File: config.mk
export PLATFORM = sky130hd
export DESIGN_NAME = mem_controller_rr
export DESIGN_NICKNAME = d
export VERILOG_FILES = /design/src/rtl/mem_controller_rr.sv
export SDC_FILE = /design/constraint.sdc
export NUM_CORES = 1
export LEC_CHECK = 0
export CAP_MARGIN = 40
export CELL_PAD_IN_SITES_DETAIL_PLACEMENT = 1
export CELL_PAD_IN_SITES_GLOBAL_PLACEMENT = 1
export CORE_UTILIZATION = 38
export CTS_BUF_LIST = sky130_fd_sc_hd__clkbuf_4 sky130_fd_sc_hd__clkbuf_8 sky130_fd_sc_hd__clkbuf_16
export DETAILED_ROUTE_END_ITERATION = 8
export PLACE_DENSITY_LB_ADDON = 0.1
export SETUP_SLACK_MARGIN = 0.5
export SLEW_MARGIN = 20
export SYNTH_ARGS = -nofsm -noshare
export SYNTH_HDL_FRONTEND = slang
export SYNTH_SLANG_ARGS = --single-unit
File: constraint.sdc
create_clock -name clk -period 8.7 [get_ports clk]
set_clock_uncertainty 0.2 [all_clocks]
set_input_delay 1.305 -clock clk [delete_from_list [all_inputs] [get_ports clk]]
set_output_delay 1.305 -clock clk [all_outputs]
set_load 0.01 [all_outputs]
File: src/rtl/mem_controller_rr.sv
// Round-robin arbiter of consumer read/write requests onto NUM_CHANNELS memory channels, with per-channel timeout.
// Consumer ready lands one edge after memory ready (>=2 edges from request); requests with no idle channel wait with valid held.
module mem_controller_rr #(
   parameter int ADDR_BITS      = 8,
   parameter int DATA_BITS      = 16,
   parameter int NUM_CONSUMERS  = 4,
   parameter int NUM_CHANNELS   = 2,
   parameter int WRITE_ENABLE   = 1,
   parameter int TIMEOUT_CYCLES = 64
) (
   input  logic                               clk,
   input  logic                               reset,
   input  logic [NUM_CONSUMERS-1:0]           consumer_read_valid,
   input  logic [NUM_CONSUMERS*ADDR_BITS-1:0] consumer_read_address,
   output logic [NUM_CONSUMERS-1:0]           consumer_read_ready,
   output logic [NUM_CONSUMERS*DATA_BITS-1:0] consumer_read_data,
   input  logic [NUM_CONSUMERS-1:0]           consumer_write_valid,
   input  logic [NUM_CONSUMERS*ADDR_BITS-1:0] consumer_write_address,
   input  logic [NUM_CONSUMERS*DATA_BITS-1:0] consumer_write_data,
   output logic [NUM_CONSUMERS-1:0]           consumer_write_ready,
   output logic [NUM_CHANNELS-1:0]            mem_read_valid,
   output logic [NUM_CHANNELS*ADDR_BITS-1:0]  mem_read_address,
   input  logic [NUM_CHANNELS-1:0]            mem_read_ready,
   input  logic [NUM_CHANNELS*DATA_BITS-1:0]  mem_read_data,
   output logic [NUM_CHANNELS-1:0]            mem_write_valid,
   output logic [NUM_CHANNELS*ADDR_BITS-1:0]  mem_write_address,
   output logic [NUM_CHANNELS*DATA_BITS-1:0]  mem_write_data,
   input  logic [NUM_CHANNELS-1:0]            mem_write_ready,
   output logic [$clog2(NUM_CHANNELS+1)-1:0]  channels_busy,
   output logic [NUM_CHANNELS-1:0]            timeout_err
);

   localparam int CW = $clog2(NUM_CONSUMERS);
   localparam int TW = (TIMEOUT_CYCLES > 0) ? $clog2(TIMEOUT_CYCLES + 1) : 1;
   localparam int BW = $clog2(NUM_CHANNELS + 1);
   localparam logic [TW-1:0] TO_LAST = TW'((TIMEOUT_CYCLES > 0) ? TIMEOUT_CYCLES - 1 : 0);
   localparam logic [CW:0]   NC_L    = (CW+1)'(NUM_CONSUMERS);
   localparam logic [CW:0]   NC_M1   = (CW+1)'(NUM_CONSUMERS - 1);

   typedef enum logic [2:0] {
      IDLE,
      READ_WAITING,
      WRITE_WAITING,
      READ_RELAYING,
      WRITE_RELAYING
   } state_t;

   state_t                                    r_state   [NUM_CHANNELS];
   logic [CW-1:0]                             r_cons    [NUM_CHANNELS];
   logic [TW-1:0]                             r_cnt     [NUM_CHANNELS];
   logic [NUM_CHANNELS-1:0]                   r_mrv;
   logic [NUM_CHANNELS-1:0]                   r_mwv;
   logic [NUM_CHANNELS-1:0][ADDR_BITS-1:0]    r_mraddr;
   logic [NUM_CHANNELS-1:0][ADDR_BITS-1:0]    r_mwaddr;
   logic [NUM_CHANNELS-1:0][DATA_BITS-1:0]    r_mwdat;
   logic [NUM_CHANNELS-1:0]                   r_terr;
   logic [NUM_CONSUMERS-1:0]                  r_claimed;
   logic [NUM_CONSUMERS-1:0]                  r_crr;
   logic [NUM_CONSUMERS-1:0]                  r_cwr;
   logic [NUM_CONSUMERS-1:0][DATA_BITS-1:0]   r_crd;
   logic [CW-1:0]                             r_rr_ptr;

   logic [NUM_CONSUMERS-1:0][ADDR_BITS-1:0]   w_raddr;
   logic [NUM_CONSUMERS-1:0][ADDR_BITS-1:0]   w_waddr;
   logic [NUM_CONSUMERS-1:0][DATA_BITS-1:0]   w_wdat;
   logic [NUM_CHANNELS-1:0][DATA_BITS-1:0]    w_mrdat;
   logic [NUM_CONSUMERS-1:0]                  w_wv_en;
   logic [NUM_CONSUMERS-1:0]                  w_pend;
   logic [NUM_CONSUMERS-1:0]                  w_taken;
   logic [NUM_CHANNELS-1:0]                   w_gnt;
   logic [CW-1:0]                             w_gnt_idx [NUM_CHANNELS];
   logic [CW-1:0]                             w_next_ptr;
   logic [CW:0]                               w_sum;
   logic                                      w_found;

   assign w_raddr = consumer_read_address;
   assign w_waddr = consumer_write_address;
   assign w_wdat  = consumer_write_data;
   assign w_mrdat = mem_read_data;
   assign w_wv_en = (WRITE_ENABLE != 0) ? consumer_write_valid : '0;
   assign w_pend  = (consumer_read_valid | w_wv_en) & ~r_claimed;

   // Each idle channel, in ascending order, takes the next untaken pending consumer from rr_ptr onward.
   always_comb begin
      w_taken    = '0;
      w_next_ptr = r_rr_ptr;
      w_sum      = '0;
      w_found    = 1'b0;
      w_gnt      = '0;
      for (int i = 0; i < NUM_CHANNELS; i++) begin
         w_gnt_idx[i] = '0;
         w_found      = 1'b0;
         for (int k = 0; k < NUM_CONSUMERS; k++) begin
            w_sum = {1'b0, r_rr_ptr} + (CW+1)'(k);
            if (w_sum >= NC_L) w_sum = w_sum - NC_L;
            if (r_state[i] == IDLE && !w_found && w_pend[w_sum[CW-1:0]] && !w_taken[w_sum[CW-1:0]]) begin
               w_found                 = 1'b1;
               w_gnt[i]                = 1'b1;
               w_gnt_idx[i]            = w_sum[CW-1:0];
               w_taken[w_sum[CW-1:0]]  = 1'b1;
               w_next_ptr              = (w_sum == NC_M1) ? '0 : w_sum[CW-1:0] + CW'(1);
            end
         end
      end
   end

   always_ff @(posedge clk) begin
      if (reset) begin
         r_rr_ptr  <= '0;
         r_claimed <= '0;
         r_crr     <= '0;
         r_cwr     <= '0;
         r_crd     <= '0;
         r_mrv     <= '0;
         r_mwv     <= '0;
         r_mraddr  <= '0;
         r_mwaddr  <= '0;
         r_mwdat   <= '0;
         r_terr    <= '0;
         for (int i = 0; i < NUM_CHANNELS; i++) begin
            r_state[i] <= IDLE;
            r_cons[i]  <= '0;
            r_cnt[i]   <= '0;
         end
      end else begin
         r_rr_ptr <= w_next_ptr;
         for (int i = 0; i < NUM_CHANNELS; i++) begin
            case (r_state[i])
               IDLE: begin
                  if (w_gnt[i]) begin
                     r_cons[i]               <= w_gnt_idx[i];
                     r_claimed[w_gnt_idx[i]] <= 1'b1;
                     r_cnt[i]                <= '0;
                     if (consumer_read_valid[w_gnt_idx[i]]) begin
                        r_state[i]  <= READ_WAITING;
                        r_mrv[i]    <= 1'b1;
                        r_mraddr[i] <= w_raddr[w_gnt_idx[i]];
                     end else begin
                        r_state[i]  <= WRITE_WAITING;
                        r_mwv[i]    <= 1'b1;
                        r_mwaddr[i] <= w_waddr[w_gnt_idx[i]];
                        r_mwdat[i]  <= w_wdat[w_gnt_idx[i]];
                     end
                  end
               end
               READ_WAITING: begin
                  if (mem_read_ready[i]) begin
                     r_mrv[i]           <= 1'b0;
                     r_crr[r_cons[i]]   <= 1'b1;
                     r_crd[r_cons[i]]   <= w_mrdat[i];
                     r_state[i]         <= READ_RELAYING;
                  end else if (TIMEOUT_CYCLES != 0 && r_cnt[i] == TO_LAST) begin
                     r_mrv[i]           <= 1'b0;
                     r_crr[r_cons[i]]   <= 1'b1;
                     r_crd[r_cons[i]]   <= '0;
                     r_terr[i]          <= 1'b1;
                     r_state[i]         <= READ_RELAYING;
                  end else begin
                     r_cnt[i] <= r_cnt[i] + TW'(1);
                  end
               end
               WRITE_WAITING: begin
                  if (mem_write_ready[i]) begin
                     r_mwv[i]           <= 1'b0;
                     r_cwr[r_cons[i]]   <= 1'b1;
                     r_state[i]         <= WRITE_RELAYING;
                  end else if (TIMEOUT_CYCLES != 0 && r_cnt[i] == TO_LAST) begin
                     r_mwv[i]           <= 1'b0;
                     r_cwr[r_cons[i]]   <= 1'b1;
                     r_terr[i]          <= 1'b1;
                     r_state[i]         <= WRITE_RELAYING;
                  end else begin
                     r_cnt[i] <= r_cnt[i] + TW'(1);
                  end
               end
               READ_RELAYING: begin
                  if (!consumer_read_valid[r_cons[i]]) begin
                     r_crr[r_cons[i]]     <= 1'b0;
                     r_claimed[r_cons[i]] <= 1'b0;
                     r_state[i]           <= IDLE;
                  end
               end
               WRITE_RELAYING: begin
                  if (!consumer_write_valid[r_cons[i]]) begin
                     r_cwr[r_cons[i]]     <= 1'b0;
                     r_claimed[r_cons[i]] <= 1'b0;
                     r_state[i]           <= IDLE;
                  end
               end
               default: r_state[i] <= IDLE;
            endcase
         end
      end
   end

   always_comb begin
      channels_busy = '0;
      for (int i = 0; i < NUM_CHANNELS; i++) begin
         if (r_state[i] != IDLE) channels_busy = channels_busy + BW'(1);
      end
   end

   assign consumer_read_ready  = r_crr;
   assign consumer_read_data   = r_crd;
   assign consumer_write_ready = (WRITE_ENABLE != 0) ? r_cwr : '0;
   assign mem_read_valid       = r_mrv;
   assign mem_read_address     = r_mraddr;
   assign mem_write_valid      = (WRITE_ENABLE != 0) ? r_mwv : '0;
   assign mem_write_address    = (WRITE_ENABLE != 0) ? r_mwaddr : '0;
   assign mem_write_data       = (WRITE_ENABLE != 0) ? r_mwdat : '0;
   assign timeout_err          = r_terr;

endmodule

## Word-level counts from Yosys, hierarchy flattened

Memories as Yosys holds them, arrays and structs flattened.
Index checks and enable logic that the tools add are counted.

- Magnitude comparators: 20
- Reduce and logical (&&, ||, !) cells: 67
- Add/subtract/negate cells: 14
- Eq/ne operators: 28
- Multiplexer cells: 301
- Bitwise logic cells: 55

Operators by type and width:

| operator | count |
|---|---|
| two-way mux 64 bit | 7 |
| two-way mux 1 bit | 159 |
| bitwise AND 64 bit | 2 |
| bitwise mux 64 bit | 2 |
| NOT 64 bit | 2 |
| two-way mux 4 bit | 28 |
| two-way mux 3 bit | 22 |
| binary-select mux 16 bit (select 2 bit) | 2 |
| binary-select mux 8 bit (select 2 bit) | 4 |
| demux 16 bit (select 2 bit) | 2 |
| two-way mux 16 bit | 4 |
| OR 4 bit | 13 |
| two-way mux 2 bit | 23 |
| two-way mux 7 bit | 6 |
| binary-select mux 1 bit (select 2 bit) | 18 |
| two-way mux 8 bit | 4 |
| one-hot mux 4 bit (2 select lines) | 4 |
| logical AND 1 bit | 30 |
| bitwise AND 4 bit | 7 |
| OR 1 bit | 26 |
| == test 3 x 2 -> 1 bit (second input constant) | 8 |
| less-than comparator 2 x 3 -> 1 bit (second input constant) | 8 |
| one-hot mux 4 bit (3 select lines) | 2 |
| AND reduction 3 bit | 6 |
| 26 further kinds | 96 |

- Memory bits (writable): 24
- Input bits: 174
- Register bits after elaboration: 148
- Memories kept: 3
- Word-level logic and storage cells: 508

Memories:

| name | words | width | read ports | clocked after Yosys merged registers in | wr ports | line | source |
|---|---|---|---|---|---|---|---|
| r_cnt | 2 | 7 | 2 | 0 | 2 | 50 | `logic [TW-1:0] r_cnt [NUM_CHANNELS];` |
| r_state | 2 | 3 | 2 | 0 | 2 | 48 | `state_t r_state [NUM_CHANNELS];` |
| r_cons | 2 | 2 | 2 | 0 | 2 | 49 | `logic [CW-1:0] r_cons [NUM_CHANNELS];` |

## Depth between registers and ports, before layout

- Depth in word-level cells: 58
- Mapped depth: 24
- Gate-level depth less buffers: 16

## Worst setup path after synthesis

OpenSTA, ideal clock, no wires.

- Path type: input-to-reg
- Start point: in consumer_read_valid[2]
- End point: mem r_state[0][0] (netlist name), data pin
- Required time: 8.239 ns
- Cell stages on the path: 16
- Setup slack: 2.698 ns
- Path buffers: 3
- Arrival time: 5.541 ns
- Cell sequence: buf_6 o21ba_2 mux4_2 buf_6 o41ai_1 a2111oi_0 or4_4 and2_4 a2111oi_1 o31ai_2 o31a_1 a2bb2oi_2 a32oi_2 and2_1 buf_6 o311a_1

RTL lines:

| element | line | source |
|---|---|---|
| start, declared | 13 | `input logic [NUM_CONSUMERS-1:0] consumer_read_valid,` |
| end, declared | 48 |  |

==> impl_metrics.json <==
{
  "grt_overflow": 0,
  "die_w_um": 174,
  "min-delay-start": "timeout_err[0]",
  "synth_nets": 1667,
  "synth_fa_ha_area_share_pct": 1.22,
  "instances_no_fill": 2132,
  "drc_errors": 0,
  "antenna_left": 0,
  "synth_enable_flop_cells": 24,
  "num_vias": 13100,
  "cts_root_buf": "clkbuf_16",
  "grt_usage_pct": 33.5,
  "path_clk_slew_ns": 0.07,
  "drt_wl_total_um": 51700,
  "dieHeight_um": 174,
  "timing.fmax_mhz": 142,
  "grt_first_pass_wirelength_um": 79200,
  "p_per_area_nw_per_um2": 415,
  "yosysMostFrequentCell": "nand2_1",
  "hp-class": "register to register",
  "synth_seq_cells": 172,
  "cp-end-kind": "register",
  "worst_slew_pin_slew_ns": 0.889,
  "routedWlPerCell_um": 24.3,
  "synth.avg_cell_area_um2": 7.62,
  "clock_power_share_pct": 12.7,
  "p_int_w": 0.00311,
  "fin_crit_sh_pct": 80.9,
  "power_switching_w": 0.00330,
  "dieArea_um2": 30400,
  "cts_buffer_depth": 2,
  "setup-tns-final_ns": 0,
  "setup_viol": 0,
  "clock_latency_ns": 0.44,
  "arrival_ns": 7.02,
  "hpwl_um": 36900,
  "hold_viol": 0,
  "yosysTopAreaCell": "dfxtp_1",
  "synth_xor_area_share_pct": 0.698,
  "core_region_area_um2": 29000,
  "synth_top_area_share_pct": 26.2,
  "dp_cells": 2096,
  "layout.nets": 1919,
  "synthMuxAreaShare_pct": 5.88,
  "cp.required_ns": 8.69,
  "sw_frac_of_total_pct": 51.5,
  "synth-seq-area-share_pct": 32.6,
  "critPathLaunchType": "register",
  "status": "finished clean",
  "drv_cap": 0,
  "cts_buffers": 17,
  "gp_congestion": 0.887,
  "area_growth_syn_to_layout_pct": 36.6,
  "cts_max_level": 4,
  "slowest_stage": "dfxtp_1",
  "ios": 318,
  "vias_per_cell": 6.14,
  "io_buffers": 317,
  "grt_max_degree": 98,
  "cts_tree": "done",
  "crit_family": "compound AO/OA/AOI/OAI gates",
  "p_leak_nw": 5.27,
  "synth_top_cells_by_area": "dfxtp_1 26%, nand2_1 8.1%, a21oi_1 7.3%",
  "synth_area_um2": 11300,
  "r2r_start": "r_rr_ptr[1]",
  "synth_ff_type": "dfxtp_1",
  "drive_above_1_share_pct": 7.61,
  "cp.buffers_inverters": 1,
  "yosys_warnings": 0,
  "ys_async_sr_fraction_pct": 0,
  "clkSinkCount": 172,
  "synth_simple_gate_area_share_pct": 23.2,
  "start_util_pct": 38.9,
  "worst-setup-path-type": "register to register",
  "post-cts-setup-buffer-count": 0,
  "yosys-top-cells-count": "243 x nand2_1, 164 x a21oi_1, 148 x dfxtp_1",
  "rows": 62,
  "ctsHoldBuffers": 0,
  "slowest_delay_ns": 0.84,
  "antenna_found_initial": 2,
  "detail_route.first_pass.iterations": 5,
  "synth_cell_types": 80,
  "power_frac_seq_pct": 20.2,
  "drtIter0Drc": 1172,
  "grt_pass1_vias": 13300,
  "worstPathMaxFanout": 17,
  "finalMaxSlewViolations": 0,
  "crit_path_start": "r_rr_ptr[1]",
  "cp_common_cell": "or2_1",
  "synth-compound-area-share_pct": 30.8,
  "synthCells": 1482,
  "slew_headroom_pct": 40.6,
  "synth_top_family_by_area": "compound AO/OA/AOI/OAI gates",
  "cts_resized": 0,
  "period_needed_ns": 7.04,
  "worstPathCellList": "inv_1, ha_1, or2_1, o22ai_1, or2_1, nor3_2, a2111oi_0, or4_4, and2_4, a2111oi_1, o31ai_2, o31a_1, a2bb2oi_2, a32oi_2, and2_1, o311a_1",
  "irDropWorstVdd_uv": 279,
  "rsz0062_at_grt": "no",
  "design_power_total_w": 0.00641,
  "combinationalPowerShare_pct": 67.1
}
## stage by stage
step / area, µm² / hold slack, ns / util (%) / worst slack, ns
2_1_floorplan: 11300 / 0.277 / - / 2.70
3_3_place_gp: 14700 / 0.250 / 50.6 / 1.11
3_5_place_dp: 14800 / 0.263 / 50.9 / 1.26
4_1_cts: 15400 / 0.277 / 53.0 / 1.72
5_1_grt: 15400 / 0.286 / 53.2 / 1.14
6_report: 15400 / 0.275 / 53.2 / 1.66
## power groups by stage
stage	Clock [W]	Sequential [W]	Combinational, W
2_1_floorplan	0	0.00128	0.00285
3_5_place_dp	0	0.00130	0.00422
5_1_grt	0.000848	0.00131	0.00464
3_3_place_gp	0	0.00130	0.00410
4_1_cts	0.000816	0.00129	0.00426
6_report	0.000812	0.00129	0.00430
## cell families (layout without fill, tap and decap cells)
family                     after synthesis  in the layout
and+or+nand+nor                        585            585
AOI/OAI and AO/OA                      506            506
DFF                                    172            172
buffers and inverters                  144            409
muxes                                   55             55
adders and majority gates               11             11
xor gates and xnor gates                 9              9
other                                    0              1
## per-layer routing
metal  vias to the layer above  part of all wire [%]  global-route usage [%]
li1                       5989                     -                       -
met1                      6439                    41                    42.2
met2                       592                    48                    56.0
met3                        78                   8.6                    8.18
met4                         2                   2.3                    10.3
met5                         -                 0.029                       0
## state kept, by name, summed over array words and instances (netlist names)
signal	flops
consumer_read_data	64
consumer_read_ready	4
consumer_write_ready	4
mem_read_address	16
mem_read_valid	2
mem_write_address	16
mem_write_data	32
mem_write_valid	2
r_claimed	4
r_cnt	14
r_cons	4
r_rr_ptr	2
r_state	6
timeout_err	2
## cells in the final DEF (no fill, tap or decap), types with 5 or more instances in the layout
cell,Yosys,layout
xnor2_1,7,7
edfxtp_1,24,24
dfxtp_1,148,148
and2_1,35,35
o31ai_1,5,5
a221oi_1,17,17
ha_1,11,11
or2_2,5,5
mux4_2,6,6
o22ai_1,12,12
nor4_1,11,11
and3_1,7,7
o21ai_1,21,21
nand2_1,243,242
mux2_1,26,26
nand3_1,62,62
nor2_1,137,135
inv_8,0,5
clkdlybuf4s50_1,0,316
buf_6,10,7
nor2b_1,7,6
mux2i_1,18,18
o21bai_1,7,7
or3_1,10,10
a211oi_1,103,102
o21ai_0,48,48
inv_1,20,20
a211oi_2,20,20
mux2_2,5,5
nor3_1,38,36
nand2b_1,9,9
a31oi_1,15,14
a311oi_1,35,35
clkbuf_16,0,17
a21oi_1,164,164
buf_4,1,31
## worst register-to-register path, stage by stage, from the launching register on
cell	delay [ns]
dfxtp_1	0.84
inv_1	0.47
ha_1	0.50
or2_1	0.22
o22ai_1	0.12
or2_1	0.36
nor3_2	0.44
a2111oi_0	0.18
or4_4	0.59
and2_4	0.22
a2111oi_1	0.68
o31ai_2	0.25
o31a_1	0.46
a2bb2oi_2	0.22
a32oi_2	0.25
and2_1	0.39
o311a_1	0.39
## final timing paths
check             cells after the start             end  slack [ns]
setup / recovery                     16   r_state[0][0]        1.66
hold reg to reg                       2  timeout_err[0]        0.27
setup reg to reg                     16   r_state[0][0]        1.66
hold / removal                        2  timeout_err[0]        0.27
## area by class of cell
type / count / area [µm²]
Antenna cell: 1 / 2.50
Clock inverter: 14 / 171
Clock buffer: 18 / 439
Fill cell: 3550 / 13600
Sequential cell: 172 / 3680
Tap cell: 384 / 480
Timing Repair Buffer: 357 / 3530
Multi-Input combinational cell: 1166 / 7050
Inverter: 20 / 75.1
(Power assumes the default switching activity.)
